## config.mk

```make
export PLATFORM = sky130hd
export DESIGN_NAME = sdram_frame_arbiter
export DESIGN_NICKNAME = d
export VERILOG_FILES = /design/src/rtl/sdram_frame_arbiter.sv
export SDC_FILE = /design/constraint.sdc
export NUM_CORES = 1
export LEC_CHECK = 0
export CORE_MARGIN = 5
export CORE_UTILIZATION = 34
export CTS_BUF_LIST = sky130_fd_sc_hd__clkbuf_16
export DETAILED_ROUTE_END_ITERATION = 7
export PLACE_DENSITY = 0.61
export SLEW_MARGIN = 20
export SYNTH_ARGS = -nofsm -noshare
export SYNTH_HDL_FRONTEND = slang
export SYNTH_SLANG_ARGS = --single-unit
export TNS_END_PERCENT = 50
```

## constraint.sdc

```tcl
create_clock -name Clk -period 3.9 [get_ports Clk]
set_input_delay 0.39 -clock Clk [delete_from_list [all_inputs] [get_ports Clk]]
set_output_delay 0.39 -clock Clk [all_outputs]
set_load 0.02 [all_outputs]
```

## src/rtl/sdram_frame_arbiter.sv

```systemverilog
// sdram_frame_arbiter: picks camera-write or display-read SDRAM bursts,
// generates burst addresses and swaps ping-pong frame banks on frame starts.
module sdram_frame_arbiter #(
    parameter int unsigned BURST_LEN     = 256,
    parameter int unsigned FRAME_WORDS   = 384000,
    parameter int unsigned ADDR_W        = 24,
    parameter int unsigned LVL_W         = 10,
    parameter int unsigned RD_FIFO_DEPTH = 1024,
    parameter int unsigned RD_LOW        = 256
) (
    input  logic              Clk,
    input  logic              Rst,
    input  logic [LVL_W-1:0]  wr_fifo_level,
    input  logic [LVL_W-1:0]  rd_fifo_level,
    input  logic              wr_frame_start,
    input  logic              rd_frame_start,
    output logic              sdram_req,
    output logic              sdram_we,
    output logic [ADDR_W-1:0] sdram_addr,
    input  logic              sdram_ack,
    input  logic              sdram_done,
    output logic              wr_bank,
    output logic              rd_bank,
    output logic [7:0]        frame_drop_cnt
);

    localparam int unsigned       OFF_W     = ADDR_W - 1;
    localparam logic [OFF_W-1:0]  FRAME_OFF = OFF_W'(FRAME_WORDS);
    localparam logic [OFF_W-1:0]  BURST_OFF = OFF_W'(BURST_LEN);
    localparam logic [31:0]       WR_MIN    = 32'(BURST_LEN);
    localparam logic [31:0]       RD_MAX    = 32'(RD_FIFO_DEPTH - BURST_LEN);
    localparam logic [31:0]       RD_URG    = 32'(RD_LOW);

    typedef enum logic [1:0] {
        IDLE = 2'd0,
        REQ  = 2'd1,
        BUSY = 2'd2
    } state_t;

    state_t            state, state_n;
    logic [OFF_W-1:0]  wr_off, wr_off_n;
    logic [OFF_W-1:0]  rd_off, rd_off_n;
    logic              wr_bank_n, rd_bank_n;
    logic              ready_bank, ready_bank_n;
    logic              have_frame, have_frame_n;
    logic              wfs, wfs_n;
    logic              rfs, rfs_n;
    logic              last_grant, last_grant_n;   // 1 = last grant was a write
    logic              sdram_we_n;
    logic [ADDR_W-1:0] sdram_addr_n;
    logic [7:0]        drop_n;
    logic              wr_burst_done, rd_burst_done;
    logic              wr_elig, rd_elig, grant_w;

    assign sdram_req = (state == REQ);

    // State and datapath registers
    always_ff @(posedge Clk) begin
        if (Rst) begin
            state          <= IDLE;
            wr_off         <= '0;
            rd_off         <= '0;
            wr_bank        <= 1'b0;
            rd_bank        <= 1'b1;
            ready_bank     <= 1'b1;
            have_frame     <= 1'b0;
            wfs            <= 1'b0;
            rfs            <= 1'b0;
            last_grant     <= 1'b1;
            sdram_we       <= 1'b0;
            sdram_addr     <= '0;
            frame_drop_cnt <= '0;
        end else begin
            state          <= state_n;
            wr_off         <= wr_off_n;
            rd_off         <= rd_off_n;
            wr_bank        <= wr_bank_n;
            rd_bank        <= rd_bank_n;
            ready_bank     <= ready_bank_n;
            have_frame     <= have_frame_n;
            wfs            <= wfs_n;
            rfs            <= rfs_n;
            last_grant     <= last_grant_n;
            sdram_we       <= sdram_we_n;
            sdram_addr     <= sdram_addr_n;
            frame_drop_cnt <= drop_n;
        end
    end

    // Next-state: offset advance, frame-start handling, then arbitration
    always_comb begin
        state_n       = state;
        wr_off_n      = wr_off;
        rd_off_n      = rd_off;
        wr_bank_n     = wr_bank;
        rd_bank_n     = rd_bank;
        ready_bank_n  = ready_bank;
        have_frame_n  = have_frame;
        wfs_n         = wfs | wr_frame_start;
        rfs_n         = rfs | rd_frame_start;
        last_grant_n  = last_grant;
        sdram_we_n    = sdram_we;
        sdram_addr_n  = sdram_addr;
        drop_n        = frame_drop_cnt;
        wr_elig       = 1'b0;
        rd_elig       = 1'b0;
        grant_w       = 1'b0;

        wr_burst_done = (state == BUSY) && sdram_done && sdram_we;
        rd_burst_done = (state == BUSY) && sdram_done && !sdram_we;

        if (wr_burst_done) wr_off_n = wr_off + BURST_OFF;
        if (rd_burst_done) rd_off_n = rd_off + BURST_OFF;

        // Frame starts act on the post-burst offsets so the eligibility
        // check below sees the already-reset stream in the same cycle.
        if (wfs_n && ((state == IDLE) || wr_burst_done)) begin
            if (wr_off_n == FRAME_OFF) begin
                ready_bank_n = wr_bank;
                wr_bank_n    = ~wr_bank;
                have_frame_n = 1'b1;
            end else if (frame_drop_cnt != 8'hFF) begin
                drop_n = frame_drop_cnt + 8'd1;
            end
            wr_off_n = '0;
            wfs_n    = 1'b0;
        end

        if (rfs_n && ((state == IDLE) || rd_burst_done)) begin
            rd_off_n = '0;
            if (have_frame_n) rd_bank_n = ready_bank_n;
            rfs_n = 1'b0;
        end

        case (state)
            IDLE: begin
                wr_elig = (32'(wr_fifo_level) >= WR_MIN) && (wr_off_n < FRAME_OFF);
                rd_elig = (32'(rd_fifo_level) <= RD_MAX) && (rd_off_n < FRAME_OFF);
                if (rd_elig && (32'(rd_fifo_level) < RD_URG))
                    grant_w = 1'b0;
                else if (wr_elig && rd_elig)
                    grant_w = ~last_grant;
                else
                    grant_w = wr_elig;
                if (wr_elig || rd_elig) begin
                    state_n      = REQ;
                    sdram_we_n   = grant_w;
                    sdram_addr_n = grant_w ? {wr_bank_n, wr_off_n} : {rd_bank_n, rd_off_n};
                    last_grant_n = grant_w;
                end
            end
            REQ:     if (sdram_ack)  state_n = BUSY;
            BUSY:    if (sdram_done) state_n = IDLE;
            default: state_n = IDLE;
        endcase
    end

endmodule

```

==> results summary <==
The length of the first detailed-routing pass in iterations came out at 4. The XOR/XNOR share of the synthesized area is between 7 and 8%. The placed wire-length estimate after detailed placement came out at 6850 um. Data on the critical path is required at its endpoint by 4.18 ns. The number of DRC markers in iteration 0 is around 180.

The global-route total usage across every layer is a little over an eighth. The post-CTS setup buffer count is 0. The worst clock skew on the final layout is 0.005384 ns.

The area inside the core boundary is 11470 sq um. The remaining number of nets flagged by the antenna check after routing came out at 0. The last weighted congestion value of the routability-driven placer is 0.8507.

At the pin with the least slew margin, the transition time is around 0.67 ns. Summing the areas of all and, or, nand and nor instances in the mapped netlist gives 26.61% of the synthesized area. The setup total negative slack came out at 0 ns. The final setup slack of the worst path is roughly 0.51 ns. Summing the areas of all compound-gate instances in the mapped netlist gives 16.45% of the synthesized area.

Row generation in the floorplan step produced 39 rows. The synthesized area per cell came out at between 9 and 10 sq um. The proportion of synthesized chip area in sequential cells came out at 44.03%.

Counting flops and latches in the post-synthesis netlist gives 88. Multiplexer cells account for 0.7505% of the synthesized area. The tightest min-delay check is of the flip-flop to flip-flop type. The number of failing setup endpoints in the final timing report came out at 0. The worst setup slack after placement came out at roughly 0.12 ns.

In this run the worst path has a maximum fanout of 10. The first global-routing pass estimated 15790 um of wire. The number of distinct library cells after synthesis is 59. After synthesis, the largest family of logic cells by area is simple AND/OR/NAND/NOR gates. The die covers approximately 14000 sq um. The die width came out at around 120 um.

When the netlist entered floorplanning its net count stood at 455. Clock tree synthesis selected as its root buffer the cell sky130_fd_sc_hd__clkbuf_16. Buffers placed on the I/O ports in this run total 53. The remaining global-route overflow came out at 0. The initial standard-cell utilization of the core is around a third. The TritonCTS clock tree is built.

The max-capacitance violation count came out at 0. STA classifies the critical path endpoint as a flip-flop. The met2 usage in global routing is between 20 and 25%. STA classifies the critical path startpoint as an input pin.

The die span in y is 118.5 um. The source-to-sink clock delay at the later pin of the worst-skew pair is roughly 0.34 ns. For this run, the top clock speed supported by timing is 0.2947 GHz. The via count of the first global-routing pass is 3148. The total DRC errors in the routed layout came out at 0. Buffers inserted to repair hold after CTS numbered 0.

The met3 track utilization from global routing came out at 3.200%. 0 antenna diodes ended up in the layout. The leading cell type in the layout, fill and taps excluded is sky130_fd_sc_hd__dfxtp_1.

The fraction of final layout cells with drive strength greater than 1 is 9.877%. The static leakage came out at 1.943 nW. The total detailed-routing wirelength is approximately 9400 um. The power density over cell area came out at ~400 nW/um^2.

The number of buffers created by CTS is 9. Yosys printed 0 warnings. The via density per instance is 5.087. Dividing the detail-routed wire length by the instance count gives 15.00 um. The quantity of gates resized following cts came out at 0. The flow ran to the end, and the final reports show no timing, DRC or antenna violations. The routed layout has 3200 vias. The area growth from synthesis to layout is 25.52%. The count of flip-flops with a built-in enable after synthesis is 0. The arrival time reported for the critical path endpoint is 3.67 ns. After clock tree synthesis, the clock-pin slew on the worst setup and hold paths is roughly 0.060 ns. The worst-case headroom to the max-slew limit is 54.76%. The final total power came out at 2.008 mW. The maximum vdd drop came out at 181.9 uV.

The number of top-level pins is 62. Setup repair after global routing left no endpoint under its margin. The summed instance area of the synthesized netlist is 4001 sq um.

The most used flip-flop cell after synthesis is sky130_fd_sc_hd__dfxtp_1. The final count of pins violating max slew came out at 0. The critical path is of the input pin to flip-flop type.

The count of endpoints failing hold in the final timing report came out at 0. The worst path needs 3.393 ns of the cycle, external delays included. The number of nets in the final layout came out at approximately 500.

The largest net degree at the start of global routing is 21. No sink is reached through more buffers than the 2 on the longest clock path. Synthesis produced a netlist whose cell count is ~430. The global routing stage identified its most utilized layer as met2. The number of clock sinks is 88.

The number of H-tree levels came out at 3. The top cell types in the final layout, fill and taps aside, are 88 x sky130_fd_sc_hd__dfxtp_1, 53 x sky130_fd_sc_hd__clkdlybuf4s50_1, 47 x sky130_fd_sc_hd__nor2_1. The met1 capacity usage during global routing came out at 17.30%. The final clock period utilization by the worst path is about 87%. The initial antenna violation count was 0. The share of synthesized registers carrying an async set or reset came out at 0%. The adder-cell area share of the yosys netlist came out at 0.9381%.
-- layout make-up --
type,count,area (sq um)
well taps,143,178.9
clock inverters,7,88.84
multi-input cells,308,2097
repair buffers,66,640.6
flip-flops and latches,88,1762
inverters,8,30.03
clock buffers,9,225.2
fillers,1114,6445
-- cell families (layout without fill, tap and decap cells) --
| kind of cell | after synthesis | in the layout |
|---|---|---|
| XOR/XNOR | 35 | 35 |
| adder cells (fa/ha/maj) | 3 | 3 |
| AO/OA/AOI/OAI | 80 | 80 |
| flip-flops | 88 | 88 |
| AND/OR/NAND/NOR | 187 | 187 |
| buffers and inverters | 30 | 90 |
| multiplexers | 3 | 3 |
-- Yosys cell counts, types with 2 or more instances --
cell type / n / area [sq um]
sky130_fd_sc_hd__xnor2_1: 18 / 157.7
sky130_fd_sc_hd__xor2_1: 17 / 148.9
sky130_fd_sc_hd__a2111oi_0: 2 / 17.52
sky130_fd_sc_hd__nor2_2: 2 / 12.51
sky130_fd_sc_hd__a22o_1: 15 / 131.4
sky130_fd_sc_hd__buf_4: 2 / 15.01
sky130_fd_sc_hd__clkbuf_1: 11 / 41.29
sky130_fd_sc_hd__a211o_1: 2 / 17.52
sky130_fd_sc_hd__mux2i_1: 3 / 30.03
sky130_fd_sc_hd__nor2_1: 47 / 176.4
sky130_fd_sc_hd__nor4_2: 4 / 50.05
sky130_fd_sc_hd__buf_6: 2 / 22.52
sky130_fd_sc_hd__nand3b_1: 3 / 22.52
sky130_fd_sc_hd__a221o_1: 5 / 50.05
sky130_fd_sc_hd__nor4_4: 2 / 42.54
sky130_fd_sc_hd__o31ai_1: 3 / 22.52
sky130_fd_sc_hd__nand2b_1: 5 / 31.28
sky130_fd_sc_hd__a2111oi_4: 2 / 55.05
sky130_fd_sc_hd__nor3_1: 12 / 60.06
sky130_fd_sc_hd__nor4_1: 8 / 50.05
sky130_fd_sc_hd__and2_1: 15 / 93.84
sky130_fd_sc_hd__a211oi_1: 4 / 30.03
sky130_fd_sc_hd__o21ai_0: 8 / 40.04
sky130_fd_sc_hd__a21o_1: 15 / 112.6
sky130_fd_sc_hd__buf_2: 6 / 30.03
sky130_fd_sc_hd__nand4_1: 11 / 68.82
sky130_fd_sc_hd__or3_1: 4 / 25.02
sky130_fd_sc_hd__and3_1: 13 / 81.33
sky130_fd_sc_hd__nand2_1: 28 / 105.1
sky130_fd_sc_hd__ha_1: 3 / 37.54
sky130_fd_sc_hd__a21oi_1: 6 / 30.03
sky130_fd_sc_hd__or2_2: 3 / 18.77
sky130_fd_sc_hd__inv_1: 8 / 30.03
sky130_fd_sc_hd__nor2b_1: 8 / 50.05
sky130_fd_sc_hd__nand3_1: 14 / 70.07
sky130_fd_sc_hd__a31oi_1: 4 / 25.02
sky130_fd_sc_hd__a41oi_1: 2 / 17.52
sky130_fd_sc_hd__dfxtp_1: 88 / 1762
-- registers in the layout (all words and copies together) (netlist names) --
name            cells
frame_drop_cnt      8
have_frame          1
last_grant          1
rd_bank             1
rd_off             23
ready_bank          1
rfs                 1
sdram_addr         24
sdram_we            1
state               2
wfs                 1
wr_bank             1
wr_off             23
-- path summary, 6_finish.rpt --
kind                                            startpoint                          end  slack (ns)  depth (start not counted)
worst max-delay path                            sdram_done  sdram_addr[21]$_SDFFE_PP0P_        0.51                         10
worst min-delay path            sdram_addr[2]$_SDFFE_PP0P_   sdram_addr[2]$_SDFFE_PP0P_        0.45                          1
worst max register to register       state[1]$_SDFFE_PP0P_  sdram_addr[21]$_SDFFE_PP0P_        0.58                          9
worst min register to register  sdram_addr[2]$_SDFFE_PP0P_   sdram_addr[2]$_SDFFE_PP0P_        0.45                          1
-- critical path: stages --
cell and delay [ns]:
sky130_fd_sc_hd__clkdlybuf4s50_1 0.67, sky130_fd_sc_hd__and4b_1 0.52, sky130_fd_sc_hd__a31oi_1 0.18, sky130_fd_sc_hd__a2111oi_0 0.51, sky130_fd_sc_hd__nor2_1 0.14, sky130_fd_sc_hd__a22o_1 0.23, sky130_fd_sc_hd__o21a_1 0.25, sky130_fd_sc_hd__nor2_2 0.40
sky130_fd_sc_hd__buf_4 0.25, sky130_fd_sc_hd__and2_1 0.13
-- stage by stage --
stage	std cells	hold WS [ns]	util (%)	instance area, sq um
after global placement	613	0.4338	41.06	4708
after CTS	629	0.4523	43.80	5022
after floorplan	426	0.4439	-	4001
after detailed placement	613	0.4399	41.06	4708
after global routing	629	0.4734	43.80	5022
final	629	0.4474	43.80	5022
-- power breakdown --
part,switching (mW),leakage (nW),internal (mW)
sequential,0.0143,0.710,0.910
combinational,0.104,1.07,0.0768
clock,0.347,0.158,0.556
-- per-layer routing --
metal  wire length, um  share of wire [%]
met5                 0                  0
met4               223                2.4
met3               340                3.6
met2              4380                 46
met1              4489                 48
(Power assumes the default switching activity.)
